File: src/rtl/bus_copy_engine_if.sv
// IO-interface bundle between the copy engine (initiator) and the system bus.
// The master side drives requests; the slave side answers them.
interface bus_copy_engine_if;
   logic [31:0] rw_address;
   logic [31:0] read_data;
   logic        read_request;
   logic        read_response;
   logic [31:0] write_data;
   logic [3:0]  write_strobe;
   logic        write_request;
   logic        write_response;

   modport master (
      output rw_address,
      output read_request,
      output write_data,
      output write_strobe,
      output write_request,
      input  read_data,
      input  read_response,
      input  write_response
   );

   modport slave (
      input  rw_address,
      input  read_request,
      input  write_data,
      input  write_strobe,
      input  write_request,
      output read_data,
      output read_response,
      output write_response
   );
endinterface

File: src/rtl/bus_copy_engine.sv
// Word-copy engine: reads one word, writes it back at the destination, repeats.
// Every bus output is a flop, so the IO interface sees glitch-free requests.
module bus_copy_engine #(
   parameter int TIMEOUT_CYCLES = 1024
) (
   input  logic              clock,
   input  logic              reset,
   input  logic              start,
   input  logic              abort,
   input  logic [31:0]       src_address,
   input  logic [31:0]       dst_address,
   input  logic [31:0]       word_count,
   output logic              busy,
   output logic              done,
   output logic              error,
   output logic [31:0]       words_remaining,
   bus_copy_engine_if.master bus
);

   localparam int CNT_W = $clog2(TIMEOUT_CYCLES);
   localparam logic [CNT_W-1:0] CNT_LAST = CNT_W'(TIMEOUT_CYCLES - 1);

   typedef enum logic [2:0] {
      ST_IDLE  = 3'd0,
      ST_READ  = 3'd1,
      ST_GAP_R = 3'd2,
      ST_WRITE = 3'd3,
      ST_GAP_W = 3'd4
   } state_t;

   state_t           state_q, state_d;
   logic [31:0]      src_ptr_q, src_ptr_d;
   logic [31:0]      dst_ptr_q, dst_ptr_d;
   logic [31:0]      data_buf_q, data_buf_d;
   logic [31:0]      words_remaining_q, words_remaining_d;
   logic [CNT_W-1:0] wait_cnt_q, wait_cnt_d;
   logic             busy_q, busy_d;
   logic             done_q, done_d;
   logic             error_q, error_d;
   logic [31:0]      rw_address_q, rw_address_d;
   logic             read_request_q, read_request_d;
   logic [31:0]      write_data_q, write_data_d;
   logic [3:0]       write_strobe_q, write_strobe_d;
   logic             write_request_q, write_request_d;

   // Word alignment discards the byte-offset bits of both addresses.
   logic unused_addr_bits_s;
   assign unused_addr_bits_s = ^{src_address[1:0], dst_address[1:0]};

   // Next-state and next-output computation for the copy sequencer.
   always_comb begin
      state_d           = state_q;
      src_ptr_d         = src_ptr_q;
      dst_ptr_d         = dst_ptr_q;
      data_buf_d        = data_buf_q;
      words_remaining_d = words_remaining_q;
      wait_cnt_d        = wait_cnt_q;
      error_d           = error_q;
      done_d            = 1'b0;

      case (state_q)
         ST_IDLE: begin
            if (start) begin
               error_d           = 1'b0;
               words_remaining_d = word_count;
               if (word_count != 32'd0) begin
                  src_ptr_d  = {src_address[31:2], 2'b00};
                  dst_ptr_d  = {dst_address[31:2], 2'b00};
                  wait_cnt_d = '0;
                  state_d    = ST_READ;
               end else begin
                  done_d = 1'b1;
               end
            end else begin
               state_d = ST_IDLE;
            end
         end
         ST_READ: begin
            // abort beats a same-edge response; a response beats the timeout.
            if (abort) begin
               done_d  = 1'b1;
               state_d = ST_IDLE;
            end else if (bus.read_response && read_request_q) begin
               data_buf_d = bus.read_data;
               src_ptr_d  = src_ptr_q + 32'd4;
               state_d    = ST_GAP_R;
            end else if (wait_cnt_q == CNT_LAST) begin
               error_d = 1'b1;
               done_d  = 1'b1;
               state_d = ST_IDLE;
            end else begin
               wait_cnt_d = wait_cnt_q + CNT_W'(1);
            end
         end
         ST_GAP_R: begin
            if (abort) begin
               done_d  = 1'b1;
               state_d = ST_IDLE;
            end else begin
               wait_cnt_d = '0;
               state_d    = ST_WRITE;
            end
         end
         ST_WRITE: begin
            if (abort) begin
               done_d  = 1'b1;
               state_d = ST_IDLE;
            end else if (bus.write_response && write_request_q) begin
               dst_ptr_d         = dst_ptr_q + 32'd4;
               words_remaining_d = words_remaining_q - 32'd1;
               state_d           = ST_GAP_W;
            end else if (wait_cnt_q == CNT_LAST) begin
               error_d = 1'b1;
               done_d  = 1'b1;
               state_d = ST_IDLE;
            end else begin
               wait_cnt_d = wait_cnt_q + CNT_W'(1);
            end
         end
         ST_GAP_W: begin
            if (abort || (words_remaining_q == 32'd0)) begin
               done_d  = 1'b1;
               state_d = ST_IDLE;
            end else begin
               wait_cnt_d = '0;
               state_d    = ST_READ;
            end
         end
         default: begin
            state_d = ST_IDLE;
         end
      endcase

      // Bus outputs follow the state being entered, so they are registered.
      busy_d          = (state_d != ST_IDLE);
      read_request_d  = (state_d == ST_READ);
      write_request_d = (state_d == ST_WRITE);
      if (state_d == ST_READ) begin
         rw_address_d = src_ptr_d;
      end else if (state_d == ST_WRITE) begin
         rw_address_d = dst_ptr_d;
      end else begin
         rw_address_d = 32'd0;
      end
      write_data_d   = write_request_d ? data_buf_d : 32'd0;
      write_strobe_d = write_request_d ? 4'b1111 : 4'b0000;
   end

   // State and output registers with asynchronous active-low reset.
   always_ff @(posedge clock or negedge reset) begin
      if (!reset) begin
         state_q           <= ST_IDLE;
         src_ptr_q         <= 32'd0;
         dst_ptr_q         <= 32'd0;
         data_buf_q        <= 32'd0;
         words_remaining_q <= 32'd0;
         wait_cnt_q        <= '0;
         busy_q            <= 1'b0;
         done_q            <= 1'b0;
         error_q           <= 1'b0;
         rw_address_q      <= 32'd0;
         read_request_q    <= 1'b0;
         write_data_q      <= 32'd0;
         write_strobe_q    <= 4'b0000;
         write_request_q   <= 1'b0;
      end else begin
         state_q           <= state_d;
         src_ptr_q         <= src_ptr_d;
         dst_ptr_q         <= dst_ptr_d;
         data_buf_q        <= data_buf_d;
         words_remaining_q <= words_remaining_d;
         wait_cnt_q        <= wait_cnt_d;
         busy_q            <= busy_d;
         done_q            <= done_d;
         error_q           <= error_d;
         rw_address_q      <= rw_address_d;
         read_request_q    <= read_request_d;
         write_data_q      <= write_data_d;
         write_strobe_q    <= write_strobe_d;
         write_request_q   <= write_request_d;
      end
   end

   assign busy              = busy_q;
   assign done              = done_q;
   assign error             = error_q;
   assign words_remaining   = words_remaining_q;
   assign bus.rw_address    = rw_address_q;
   assign bus.read_request  = read_request_q;
   assign bus.write_data    = write_data_q;
   assign bus.write_strobe  = write_strobe_q;
   assign bus.write_request = write_request_q;

endmodule
File: src/flat_wrapper.sv
// flat-port wrapper written by rule: the top's interface ports become plain ports
module bus_copy_engine_flat 
#(
   parameter int TIMEOUT_CYCLES = 1024
)
  (clock, reset, start, abort, src_address, dst_address, word_count, busy, done, error, words_remaining, bus_rw_address, bus_read_request, bus_write_data, bus_write_strobe, bus_write_request, bus_read_data, bus_read_response, bus_write_response);
  bus_copy_engine_if bus_i ();
  input  logic clock;
  input  logic reset;
  input  logic start;
  input  logic abort;
  input  logic [31:0] src_address;
  input  logic [31:0] dst_address;
  input  logic [31:0] word_count;
  output logic busy;
  output logic done;
  output logic error;
  output logic [31:0] words_remaining;
  output wire logic [$bits(bus_i.rw_address)-1:0] bus_rw_address;
  output wire logic [$bits(bus_i.read_request)-1:0] bus_read_request;
  output wire logic [$bits(bus_i.write_data)-1:0] bus_write_data;
  output wire logic [$bits(bus_i.write_strobe)-1:0] bus_write_strobe;
  output wire logic [$bits(bus_i.write_request)-1:0] bus_write_request;
  input wire logic [$bits(bus_i.read_data)-1:0] bus_read_data;
  input wire logic [$bits(bus_i.read_response)-1:0] bus_read_response;
  input wire logic [$bits(bus_i.write_response)-1:0] bus_write_response;
  assign bus_rw_address = bus_i.rw_address;
  assign bus_read_request = bus_i.read_request;
  assign bus_write_data = bus_i.write_data;
  assign bus_write_strobe = bus_i.write_strobe;
  assign bus_write_request = bus_i.write_request;
  assign bus_i.read_data = bus_read_data;
  assign bus_i.read_response = bus_read_response;
  assign bus_i.write_response = bus_write_response;
  bus_copy_engine #(.TIMEOUT_CYCLES(TIMEOUT_CYCLES)) u_core (.clock(clock), .reset(reset), .start(start), .abort(abort), .src_address(src_address), .dst_address(dst_address), .word_count(word_count), .busy(busy), .done(done), .error(error), .words_remaining(words_remaining), .bus(bus_i));
endmodule
File: config.mk
export PLATFORM = sky130hd
export DESIGN_NAME = bus_copy_engine_flat
export DESIGN_NICKNAME = d
export VERILOG_FILES = /design/src/rtl/bus_copy_engine_if.sv /design/src/rtl/bus_copy_engine.sv /design/src/flat_wrapper.sv
export SDC_FILE = /design/constraint.sdc
export NUM_CORES = 1
export LEC_CHECK = 0
export ABC_AREA = 1
export CAP_MARGIN = 20
export CORE_UTILIZATION = 44
export CTS_BUF_LIST = sky130_fd_sc_hd__clkbuf_4
export CTS_CLUSTER_SIZE = 8
export DETAILED_ROUTE_END_ITERATION = 8
export GPL_ROUTABILITY_DRIVEN = 1
export PLACE_DENSITY = 0.71
export SLEW_MARGIN = 15
export SYNTH_ARGS = -nofsm -noshare
export SYNTH_HDL_FRONTEND = slang
export SYNTH_SLANG_ARGS = --single-unit
File: constraint.sdc
create_clock -name clock -period 2.62 [get_ports clock]
set_input_delay 0.393 -clock clock [delete_from_list [all_inputs] [get_ports clock]]
set_output_delay 0.393 -clock clock [all_outputs]
set_load 0.02 [all_outputs]
Yosys cells after proc, flatten, opt, wreduce, memory -nomap -nowiden
Cells that the tools add are included. W data, S select, Z words.

Muxes and demuxes: 58. Eq/ne operators: 16. Reductions and logical operators: 13. Add/sub/neg operators: 4.

Operators by type and width (count): $mux W32 (17); $pmux W32 S2 (3); $mux W10 (9); $add A32 B3 Y32 const B (2); $pmux W10 S5 (1); $logic_not A32 Y1 (1); $reduce_bool A32 Y1 (1); $sub A32 B1 Y32 const B (1); $mux W3 (7); $mux W1 (16); $pmux W3 S5 (1); $ne A2 B2 Y1 const B (7); $add A10 B1 Y10 const B (1); $eq A10 B10 Y1 const B (1); $eq A3 B2 Y1 const B (3); $reduce_and A9 Y1 (1); $eq A3 B1 Y1 const B (2); $reduce_and A6 Y1 (1); $reduce_bool A3 Y1 (2); $pmux W1 S5 (1); $reduce_bool A5 Y1 (1); $mux W4 (1); $ne A2 B1 Y1 const B (2); $reduce_and A4 Y1 (1); 7 further kinds (8).

Input port bits: 134. Logic and storage cells: 105. Bits in registers: 214.

Depth between registers and ports, before layout
Depth after elaboration: 8. Mapped depth: 16. Mapped depth without buffers: 14.

Worst setup path after synthesis
OpenSTA, ideal clock, no wires.

Kind: flip-flop to flip-flop. Start point: register u_core.words_remaining_q[0], in the netlist u_core.words_remaining[0]. End point: register u_core.wait_cnt_q[0]. Data required time: 2.499 ns. Slack: 0.626 ns. Arrival: 1.872 ns. Cell stages (with the launch flop): 14. Path through: dfrtp_1 -> inv_1 -> ha_1 -> nand2_1 -> nor2_1 -> inv_1 -> nor2_1 -> nand4_1 -> nand3_1 -> nand2_2 -> buf_4 -> buf_4 -> nand3_1 -> o21ai_1.

Longest elaborated chain between the ends: 4.

Ends and longest elaborated chain: from (decl) (line bus_copy_engine.sv:35) `logic [31:0] words_remaining_q, words_remaining_d;`; from (signal assigned) (line bus_copy_engine.sv:171) `words_remaining_q <= words_remaining_d;`; $logic_not A32 Y1 (line bus_copy_engine.sv:121) `if (abort || (words_remaining_q == 32'd0)) begin`; $logic_or A1 B1 Y1 (line bus_copy_engine.sv:121); $ne A2 B2 Y1 (no source line); $reduce_and A9 Y1 (no source line); to (signal assigned) (line bus_copy_engine.sv:172) `wait_cnt_q <= wait_cnt_d;`; to (decl) (line bus_copy_engine.sv:36) `logic [CNT_W-1:0] wait_cnt_q, wait_cnt_d;`.

Every way passes these cells. A chain may end at the register's enable or synchronous reset.

Final worst setup path
Start point: register u_core.wait_cnt_q[0]. End point: register u_core.write_data_q[16], in the netlist u_core.bus.write_data[16].

Longest elaborated chain between the ends: 7.

Ends and longest elaborated chain: $eq A10 B10 Y1 * (line bus_copy_engine.sv:87, bus_copy_engine.sv:112); $mux W3 * (line bus_copy_engine.sv:87, bus_copy_engine.sv:112); $mux W3 (on tied branches) (line bus_copy_engine.sv:108, bus_copy_engine.sv:83); $mux W3 (on tied branches) (line bus_copy_engine.sv:105, bus_copy_engine.sv:80); $pmux W3 S5 * (line bus_copy_engine.sv:61) `case (state_q)`; named net u_core.state_d[1] (line bus_copy_engine.sv:31) `state_t state_q, state_d;`; $eq A3 B2 Y1 * (line bus_copy_engine.sv:137) `write_request_d = (state_d == ST_WRITE);`; $mux W32 * (line bus_copy_engine.sv:145) `write_data_d = write_request_d ? data_buf_d : 32'd0;`; named net u_core.write_data_d[16] (line bus_copy_engine.sv:42) `logic [31:0] write_data_q, write_data_d;`; to (signal assigned) (line bus_copy_engine.sv:178) `write_data_q <= write_data_d;`; to (decl) (line bus_copy_engine.sv:42).

The timed path passes the listed nets; every way through them passes the cells marked *.

==> summary.txt <==
Outcome
  – Outcome: finished, final reports clean

Floorplan
  – FP Rows: 58
  – Die Ht: 163.9 µm
  – Initial Util: 0.4528
  – Core outline area: 0.02547 mm²
  – Die area: 0.02686 mm²
  – Die W: 163.9 µm
  – # IOs: 239

Hold path
  – Min-delay worst type: in2async

Timing
  – Min cycle time layout: 2.293 ns
  – Final worst slack: 0.3267 ns
  – Tcrit/Tclk final: 0.8753
  – Clk_skew: 0.02703 ns
  – Worst slew margin: 0.5949
  – Fin. Hold Viols: 0
  – F_max: 436.0 MHz
  – Setup tns final: 0 ns
  – RSZ-0062 raised after global routing: no
  – Hold Slack: 0.2741 ns
  – Tightest Pin Transition: 0.6077 ns
  – Final setup vio count: 0
  – Fin. max-slew vios: 0

Power
  – Static Leak: 7.326 nW
  – Peak supply drop: 0.0003849 V
  – Power per standard cell area: 787.5 mW/mm²

Run
  – Max-Cap Viols: 0

Synth
  – Post-synth EDFFs: 0
  – Largest family of logic cells by synthesized area: simple AND/OR/NAND/NOR gates
  – Largest cells by area after synthesis: dfrtp_1 (46%), nand2_1 (16%), nand3_1 (7.0%), inv_1 (6.6%), nor2_1 (6.2%)
  – Async set or reset register ratio after synthesis: 1.000
  – XOR/XNOR Fraction of Synth Area: 0.01443
  – Adder-cell share of the synthesized area: 0.004339
  – Commonest cells in the netlist: nand2_1 (486), dfrtp_1 (210), inv_1 (204)
  – Compound-Gate Fraction of Synth Area: 0.08657
  – Mean Syn Cell Area: 7.155 µm²
  – Seq cells post-synth: 210
  – Netlist cell types: 42
  – Count leader, synth: nand2_1
  – Synth Area in Simple Gates: 0.3413
  – Mapped cell area: 0.01153 mm²
  – Net Count, Synth: 1,750
  – Primary FF master, synth: dfrtp_1
  – Post-synthesis sequential area ratio: 0.4556
  – Cells after synthesis: 1,612
  – Post-synthesis mux area share: 0
  – Top cell type's share of synthesized area: 0.4556
  – Yosys warning total: 0
  – Cell taking the most area after synthesis: dfrtp_1

Routing
  – Final wirelength: 34,640 µm
  – Residual DRC: 0
  – Wire per inst: 15.35 µm
  – Vias: 11,460
  – Iter 0 DRT Violations: 1,178
  – Final ANT Viol Nets: 0
  – Vias per inst: 5.075
  – TritonRoute pass-1 iters: 6

Cells and area
  – Post-layout util: 0.5921
  – Share of cells above drive strength 1: 0.08100
  – Area Overhead vs Synth: 30.77%
  – Final nets: 2,027

Clock network
  – Clk buf depth: 3
  – Clock sink total: 210
  – Number of CTS-inserted buffers: 58
  – Clk Latency, worst-skew pair: 0.69 ns
  – Clk pin slew, worst setup/hold paths: 0.07 ns
  – Max H-tree Level: 2
  – Clk root buf: clkbuf_4
  – CTS tree: done

Worst setup path
  – Crit Path Category: reg2reg
  – CP Capture Type: register
  – Critical path arrival: 2.85 ns
  – Req. time, crit path: 3.18 ns
  – Startpoint Class: register
  – Critical-path maximum fanout: 32

Placement
  – Pre-CTS setup slack: -0.1106 ns
  – Post-detail-place hpwl: 25,010 µm
  – Gpl congestion: 0.9320
  – Port bufs: 234

GRT
  – First-pass GRT wire length: 54,760 µm
  – Pin count of the biggest net entering global routing: 67
  – Total grt overflow: 0
  – GRT Total Usage: 0.2590
  – Vias in the first global route: 10,920
  – Antenna violations before repair: 2
-- cell type report --
class | count | area [µm²]
Fill cell | 2394 | 10390
Sequential cell | 210 | 5255
Multi-Input combinational cell | 1129 | 5167
Timing Repair Buffer | 275 | 2756
Inverter | 215 | 812.0
Clock buffer | 78 | 585.6
Tap cell | 330 | 412.9
Clock inverter | 19 | 90.09
Antenna cell | 1 | 2.502
-- state kept, by name, indices dropped and copies added, names as in the netlist --
| name | cells |
|---|---|
| u_core.dst_ptr_q | 32 |
| u_core.src_ptr_q | 32 |
| u_core.words_remaining | 32 |
| u_core.error | 1 |
| u_core.done | 1 |
| u_core.state_q | 3 |
| u_core.data_buf_q | 32 |
| u_core.bus.rw_address | 32 |
| u_core.wait_cnt_q | 10 |
| u_core.bus.read_request | 1 |
| u_core.bus.write_data | 32 |
| u_core.busy | 1 |
| u_core.bus.write_strobe | 1 |
-- per-stage QoR --
stage / total power, mW / cell area [µm²] / cells
final: 11.88 / 15080 / 2257
after global routing: 12.80 / 15080 / 2257
after CTS: 11.93 / 15050 / 2254
after detailed placement: 9.083 / 14360 / 2156
after global placement: 8.983 / 14360 / 2156
after floorplan: 7.378 / 11530 / 1612
-- cells by family after synthesis --
kind of cell,after synthesis
adder cells (fa/ha/maj),4
XOR/XNOR,19
AO/OA/AOI/OAI,181
buffers and inverters,274
flip-flops,210
AND/OR/NAND/NOR,924
-- critical path, stage by stage (launching register included) --
cell	delay, ns
dfrtp_1	0.35
ha_1	0.17
nand2_1	0.10
nor2_1	0.13
nand2_1	0.08
nor2_1	0.17
nand2_1	0.16
nand2_1	0.09
nand2_1	0.05
nand2_1	0.08
nand2_2	0.16
nand2_2	0.15
buf_4	0.36
nor2_1	0.10
-- power by group --
part	switching, mW	internal (mW)	leakage [nW]
combinational	2.53	1.71	4.29
sequential	0.757	4.12	2.63
clock	1.38	1.38	0.402
-- worst paths after layout --
path                                                   from                                     to  slack, ns  depth (start not counted)
max in group asynchronous                             reset       u_core.wait_cnt_q[4]$_DFFE_PN0P_       1.59                          3
setup / recovery           u_core.wait_cnt_q[0]$_DFFE_PN0P_    u_core.bus.write_data[16]$_DFF_PN0_       0.33                         13
hold reg to reg               u_core.dst_ptr_q[1]$_DFF_PN0_          u_core.dst_ptr_q[1]$_DFF_PN0_       0.49                          2
setup reg to reg           u_core.wait_cnt_q[0]$_DFFE_PN0P_    u_core.bus.write_data[16]$_DFF_PN0_       0.33                         13
hold / removal                                        reset         u_core.src_ptr_q[24]$_DFF_PN0_       0.27                          2
min in group clock                            word_count[2]  u_core.words_remaining[2]$_DFFE_PN0P_       0.32                          3
-- layout by cell type, fill, tap and decap left out, types with 24 or more instances in the layout --
cell type        count
nand3_1            160
nand4_1             27
dfrtp_1            210
clkdlybuf4s50_1    233
buf_4               32
o21ai_0            101
inv_1              204
nand2_1            486
nor2_1             190
clkbuf_4            78
a21oi_1             24
-- what timing repair did --
item                                    CTS  global route
hold buffers                              1             0
endpoints found under the setup margin    0            33
hold endpoints to repair                 62             0
buffers inserted                          0             1
resized for setup                         0             3
-- per-layer routing --
layer  share of wire  routed length [µm]  track usage  vias up
met2            0.47               16370       0.4216      421
met3           0.074                2556      0.05303       54
met5         0.00035                  12            0        -
met1            0.43               14930       0.3424     5275
li1                -                   -            -     5703
met4           0.022                 764      0.09007        2
Power figures use the tool's default switching activity.
